$ cat config.mk
export PLATFORM = sky130hd
export DESIGN_NAME = mul12u_dot_acc
export DESIGN_NICKNAME = d
export VERILOG_FILES = /design/src/rtl/mul12u_dot_acc.sv
export SDC_FILE = /design/constraint.sdc
export NUM_CORES = 1
export LEC_CHECK = 0
export ABC_AREA = 1
export BUFFER_PORTS_ARGS = -buffer_cell sky130_fd_sc_hd__buf_4
export CORE_UTILIZATION = 36
export DETAILED_ROUTE_END_ITERATION = 7
export GPL_TIMING_DRIVEN = 0
export SLEW_MARGIN = 30
export SYNTH_ARGS = -nofsm -noshare
export SYNTH_HDL_FRONTEND = slang
export SYNTH_SLANG_ARGS = --single-unit
$ cat constraint.sdc
create_clock -name clk -period 2.94 [get_ports clk]
set_input_delay 0.588 -clock clk [delete_from_list [all_inputs] [get_ports clk]]
set_output_delay 0.588 -clock clk [all_outputs]
set_load 0.05 [all_outputs]
$ cat src/rtl/mul12u_dot_acc.sv
// Dot-product accumulator for a stream of unsigned multiplier products.
// Each group closes after LEN beats or on in_last, and its sum is held on a valid/ready output.
//
// state | meaning
// ACCUM | accepting products into acc; in_ready=1, out_valid=0
// HOLD  | finished group presented downstream; in_ready=0, out_valid=1
module mul12u_dot_acc #(
  parameter int PROD_W = 24,
  parameter int ACC_W  = 32,
  parameter int LEN    = 8,
  parameter int SAT    = 1
) (
  input  logic              clk,
  input  logic              rst,
  input  logic              in_valid,
  output logic              in_ready,
  input  logic [PROD_W-1:0] in_prod,
  input  logic              in_last,
  output logic              out_valid,
  input  logic              out_ready,
  output logic [ACC_W-1:0]  out_sum,
  output logic [7:0]        out_count,
  output logic              out_ovf
);

  typedef enum logic {ACCUM = 1'b0, HOLD = 1'b1} state_t;

  localparam logic [7:0] LEN_C = 8'(LEN);

  state_t           state_q, state_d;
  logic [ACC_W-1:0] acc_q, acc_d;
  logic [7:0]       cnt_q, cnt_d;
  logic             ovf_q, ovf_d;
  logic [ACC_W-1:0] out_sum_q, out_sum_d;
  logic [7:0]       out_count_q, out_count_d;
  logic             out_ovf_q, out_ovf_d;

  logic [ACC_W:0]   sum;
  logic [ACC_W-1:0] acc_n;
  logic [7:0]       cnt_n;
  logic             ovf_n;

  always_comb begin
    sum   = {1'b0, acc_q} + (ACC_W+1)'(in_prod);
    cnt_n = cnt_q + 8'd1;
    ovf_n = ovf_q | sum[ACC_W];
    if (sum[ACC_W] && (SAT != 0)) acc_n = '1;
    else                          acc_n = sum[ACC_W-1:0];
  end

  always_comb begin
    state_d     = state_q;
    acc_d       = acc_q;
    cnt_d       = cnt_q;
    ovf_d       = ovf_q;
    out_sum_d   = out_sum_q;
    out_count_d = out_count_q;
    out_ovf_d   = out_ovf_q;
    case (state_q)
      ACCUM: begin
        if (in_valid) begin
          if (cnt_n == LEN_C || in_last) begin
            out_sum_d   = acc_n;
            out_count_d = cnt_n;
            out_ovf_d   = ovf_n;
            acc_d       = '0;
            cnt_d       = '0;
            ovf_d       = 1'b0;
            state_d     = HOLD;
          end else begin
            acc_d = acc_n;
            cnt_d = cnt_n;
            ovf_d = ovf_n;
          end
        end
      end
      HOLD: begin
        // Result registers keep their contents after release; only valid drops.
        if (out_ready) state_d = ACCUM;
      end
      default: state_d = ACCUM;
    endcase
  end

  always_ff @(posedge clk) begin
    if (rst) begin
      state_q     <= ACCUM;
      acc_q       <= '0;
      cnt_q       <= '0;
      ovf_q       <= 1'b0;
      out_sum_q   <= '0;
      out_count_q <= '0;
      out_ovf_q   <= 1'b0;
    end else begin
      state_q     <= state_d;
      acc_q       <= acc_d;
      cnt_q       <= cnt_d;
      ovf_q       <= ovf_d;
      out_sum_q   <= out_sum_d;
      out_count_q <= out_count_d;
      out_ovf_q   <= out_ovf_d;
    end
  end

  assign in_ready  = (state_q == ACCUM);
  assign out_valid = (state_q == HOLD);
  assign out_sum   = out_sum_q;
  assign out_count = out_count_q;
  assign out_ovf   = out_ovf_q;

endmodule
After elaboration in Yosys (flattened, before gate mapping)
Index checks and enable logic that the tools add are counted.

storage, ports and cells
  bits in registers = 83
  bits of input ports = 29

operators by class
  add/sub/neg operators = 2
  equal/unequal tests = 1
  multiplexer cells = 8
  bitwise logic cells = 2
  reduce and logical (&&, ||, !) cells = 3

operators with widths
  cell                                           count
  2-to-1 mux 32 bit                              2
  adder 32 x 24 -> 33 bit                        1
  adder 8 x 1 -> 8 bit, second input constant    1
  == test 8 x 4 -> 1 bit, second input constant  1
  2-to-1 mux 8 bit                               1
  2-to-1 mux 1 bit                               4
  AND reduction 3 bit                            1
  case mux 1 bit (2 select lines)                1
  AND reduction 2 bit                            1
  logical OR 1 bit                               1
  NOT 1 bit                                      1
  bitwise OR 1 bit                               1

Depth between registers and ports, before layout
  depth in word-level cells = 6
  gate-level depth with buffers = 15

Worst setup path before layout
No wires, ideal clock.

  path type = input-to-reg
  start = in in_prod[0]
  end = reg out_sum_q[28], in the netlist out_sum[28]
  setup time = 135 ps
  arrival time = 2,275 ps
  required time = 2,805 ps
  path slack = 530 ps
  stages on the path = 13
  buffers on the path = 1
  cells stage by stage = ha_1 -> fa_1 -> nand3_1 -> nand3_1 -> nand2_1 -> nand2_1 -> nand3_1 -> nand3_1 -> nand2_1 -> buf_2 -> nand3_1 -> nand2_1 -> a21oi_2

between the ends
  longest elaborated chain between the ends = 2

ends and longest elaborated chain
  item                     line  RTL
  from (decl)              17    input logic [PROD_W-1:0] in_prod,
  adder 32 x 24 -> 33 bit  44    sum = {1'b0, acc_q} + (ACC_W+1)'(in_prod);
  2-to-1 mux 32 bit        47    if (sum[ACC_W] && (SAT != 0)) acc_n = '1;
  to (signal assigned)     99    out_sum_q <= out_sum_d;
  to (decl)                34    logic [ACC_W-1:0] out_sum_q, out_sum_d;

Every way passes these cells.
A chain may end at the register's enable or synchronous reset.

Final worst setup path
  start = in in_prod[0]
  end = reg out_sum_q[21], in the netlist out_sum[21]

Same word-level chain as after synthesis.

==> results.yml <==
synthesis:
  post_synth_num_cell_types: 25
  syn_area_per_cell_um2: 5.98
  synth_warnings: 0
  synth_fp_nets: 972
  yosysSeqAreaShare_pct: 30.4
  synth-seq-cells: 83
  mappedNetlistArea_um2: 5470
  synthCells: 916
floorplan:
  ios: 72
  die_y_um: 125
  rows: 44
  core_um2: 14700
  die_w_um: 125
  initial_utilization_pct: 37.2
  die-area_um2: 15700
route:
  firstDrtPassIters: 7
  wirelength_um: 16300
  ant_nets: 0
  drt_iter0_markers: 434
  vias: 5592
  wl_per_cell_um: 13.8
  drc: 5
  via_per_inst: 4.71
placement:
  numPortBuffers: 71
  dp.cells: 1171
  dpl.hpwl_um: 12900
  gp_congestion: 0.936
  place_area_um2: 6240
  pre_cts_ws_ns: -0.273
sta:
  fin_setup_tns_ns: 0
  clock.fmax_mhz: 369
  drv_slew: 0
  fin_ws_ns: 0.234
  fin_skew_ns: 0.00994
  slew_headroom_pct: 49.4
  period_minus_slack_ns: 2.71
  rsz0062_at_grt: "no"
  hold_viol: 0
  finalCritPeriodShare_pct: 92.1
  worst_pin_slew_ns: 0.759
  setup_violations: 0
layout:
  nFillCells: 1589
  layout.nets: 1054
  layout-drive-gt1-share_pct: 11.3
  antenna_cells: 0
  final_area_um2: 6540
  layout.cells.non_filler: 1187
  syn_to_final_growth_pct: 19.4
cts:
  cts_tree: "done"
  cts_max_path_buffers: 2
  numClockSinks: 83
  clock-root-buffer: "clkbuf_16"
  htreeDepth: 3
  cts_buffers: 9
  clkTransAtPathRegs_ns: 0.06
  post_cts_buffers: 0
  clk_latency_ns: 0.35
setup_path:
  crit_path_start_kind: "input port"
  cp-end-kind: "flip-flop"
  crit_required_ns: 3.15
  worstSetupPathType: "input port to flip-flop"
  cp.arrival_ns: 2.92
  crit_fanout: 10
outcome:
  status: "finished, violations left"
  violations: "design-rule violations"
global_route:
  antenna_found_initial: 0
  grt_start_max_net_pins: 14
  grt_pass1_wl_um: 26600
  grtUsageTotal_pct: 21.7
  grt_pass1_vias: 5199
  overflow: 0
power:
  leakage_nw: 3.32
  swShare_pct: 32.5
  peakVddDrop_mv: 0.268
  intPower_w: 0.00203
  p_sw_w: 0.000979
  powerDensity_nw_per_um2: 461
  totalPowerFinal_w: 0.00301
  pwr-share-seq_pct: 39.9
  power.share.combinational_pct: 22.8
  clock_power_share_pct: 37.3
min_path:
  hold_class: "flip-flop to flip-flop"
job:
  cap_violations: 0
## per-stage QoR
stage / hold WS (ns) / util [%]
floorplan: 0.445 / -
global placement: 0.458 / 42.4
detailed placement: 0.458 / 42.4
CTS: 0.467 / 44.4
global route: 0.474 / 44.5
finish: 0.463 / 44.5
## cell type report
cell class | instances | area [um^2] | area share [%]
Tap cell | 184 | 230 | 3.52
Buffer | 27 | 165 | 2.53
Inverter | 141 | 529 | 8.10
Clock buffer | 13 | 270 | 4.13
Timing Repair Buffer | 71 | 533 | 8.15
Multi-Input combinational cell | 665 | 3130 | 47.8
Sequential cell | 83 | 1660 | 25.4
Clock inverter | 3 | 21.3 | 0.325
## flip-flops by register name, summed over array words and instances, names as in the netlist
register and count:
cnt_q 8, out_ovf 1, out_count 8, out_sum 32
out_valid 1, acc_q 32, ovf_q 1
## per-layer routing
layer | vias up | track usage (%) | share of wire [%]
met5 | - | 0 | 0
met1 | 2436 | 28.3 | 48
met2 | 147 | 36.2 | 45
met4 | 0 | 6.10 | 1.8
met3 | 21 | 4.54 | 5.3
li1 | 2988 | - | -
## cell usage after synthesis
| cell | number | share of area (%) |
|---|---|---|
| inv_1 | 139 | 9.5 |
| a21boi_0 | 1 | 0.14 |
| dfxtp_1 | 83 | 30 |
| nor3_1 | 7 | 0.64 |
| clkbuf_1 | 12 | 0.82 |
| buf_4 | 1 | 0.14 |
| nand3_1 | 51 | 4.7 |
| buf_2 | 8 | 0.73 |
| nor2_1 | 66 | 4.5 |
| xor2_1 | 17 | 2.7 |
| buf_6 | 6 | 1.2 |
| inv_2 | 2 | 0.14 |
| a21oi_1 | 88 | 8.0 |
| fa_1 | 1 | 0.37 |
| nand3_2 | 2 | 0.37 |
| nand2_1 | 376 | 26 |
| a21oi_2 | 5 | 0.80 |
| and3_1 | 1 | 0.11 |
| and2_1 | 5 | 0.57 |
| xnor2_2 | 1 | 0.30 |
| nand4_1 | 8 | 0.91 |
| a21oi_4 | 1 | 0.30 |
| o211ai_1 | 1 | 0.14 |
| o21ai_0 | 8 | 0.73 |
| ha_1 | 26 | 5.9 |
## what timing repair did
item / 4_1_cts / 5_1_grt
endpoints found under the setup margin: 0 / 20
resized for setup: 0 / 4
hold buffers: 0 / 0
## cell families (layout without fill, tap and decap cells)
family / after synthesis / count (layout) / share of synthesized area [%]
flip-flops: 83 / 83 / 30.4
XOR/XNOR: 18 / 18 / 3.02
AND/OR/NAND/NOR: 516 / 516 / 37.6
buffers and inverters: 168 / 255 / 12.6
AO/OA/AOI/OAI: 104 / 104 / 10.1
adder cells (fa/ha/maj): 27 / 27 / 6.31
## worst max-delay path: stages
cell and delay (ns):
buf_4 0.11, ha_1 0.21, fa_1 0.45, nand3_1 0.12, nand3_1 0.16, nand2_1 0.10
nand2_1 0.12, nand3_1 0.17, nand3_1 0.13, nand2_2 0.14, clkbuf_4 0.24, nand3_1 0.17
nand2_1 0.14, a21oi_1 0.07
## path summary, 6_finish.rpt
| check | startpoint | endpoint | slack (ns) | cells past startpoint |
|---|---|---|---|---|
| worst max-delay path | in_prod[0] | out_sum[21] | 0.23 | 14 |
| worst min-delay path | out_sum[8] | out_sum[8] | 0.46 | 2 |
| worst max register to register | acc_q[0] | out_sum[21] | 0.29 | 13 |
| worst min register to register | out_sum[8] | out_sum[8] | 0.46 | 2 |
## power by group through the flow
stage	clock network (W)	registers (W)	logic, W
2_1_floorplan	0	0.00132	0.000377
3_3_place_gp	0	0.00122	0.000683
3_5_place_dp	0	0.00123	0.000685
4_1_cts	0.00115	0.00120	0.000688
5_1_grt	0.00120	0.00121	0.000760
6_report	0.00112	0.00120	0.000687
## cells in the final DEF, fill, tap and decap left out, drive strengths merged
| master | n |
|---|---|
| clkinvlp | 1 |
| ha | 26 |
| a21oi | 94 |
| clkinv | 2 |
| and3 | 1 |
| nor2 | 66 |
| clkbuf | 26 |
| o21ai | 8 |
| fa | 1 |
| xor2 | 17 |
| buf | 85 |
| a21boi | 1 |
| nand3 | 53 |
| and2 | 5 |
| nand4 | 8 |
| nand2 | 376 |
| inv | 141 |
| dfxtp | 83 |
| xnor2 | 1 |
| nor3 | 7 |
| o211ai | 1 |
No activity file was read; power rests on OpenSTA's default activity.
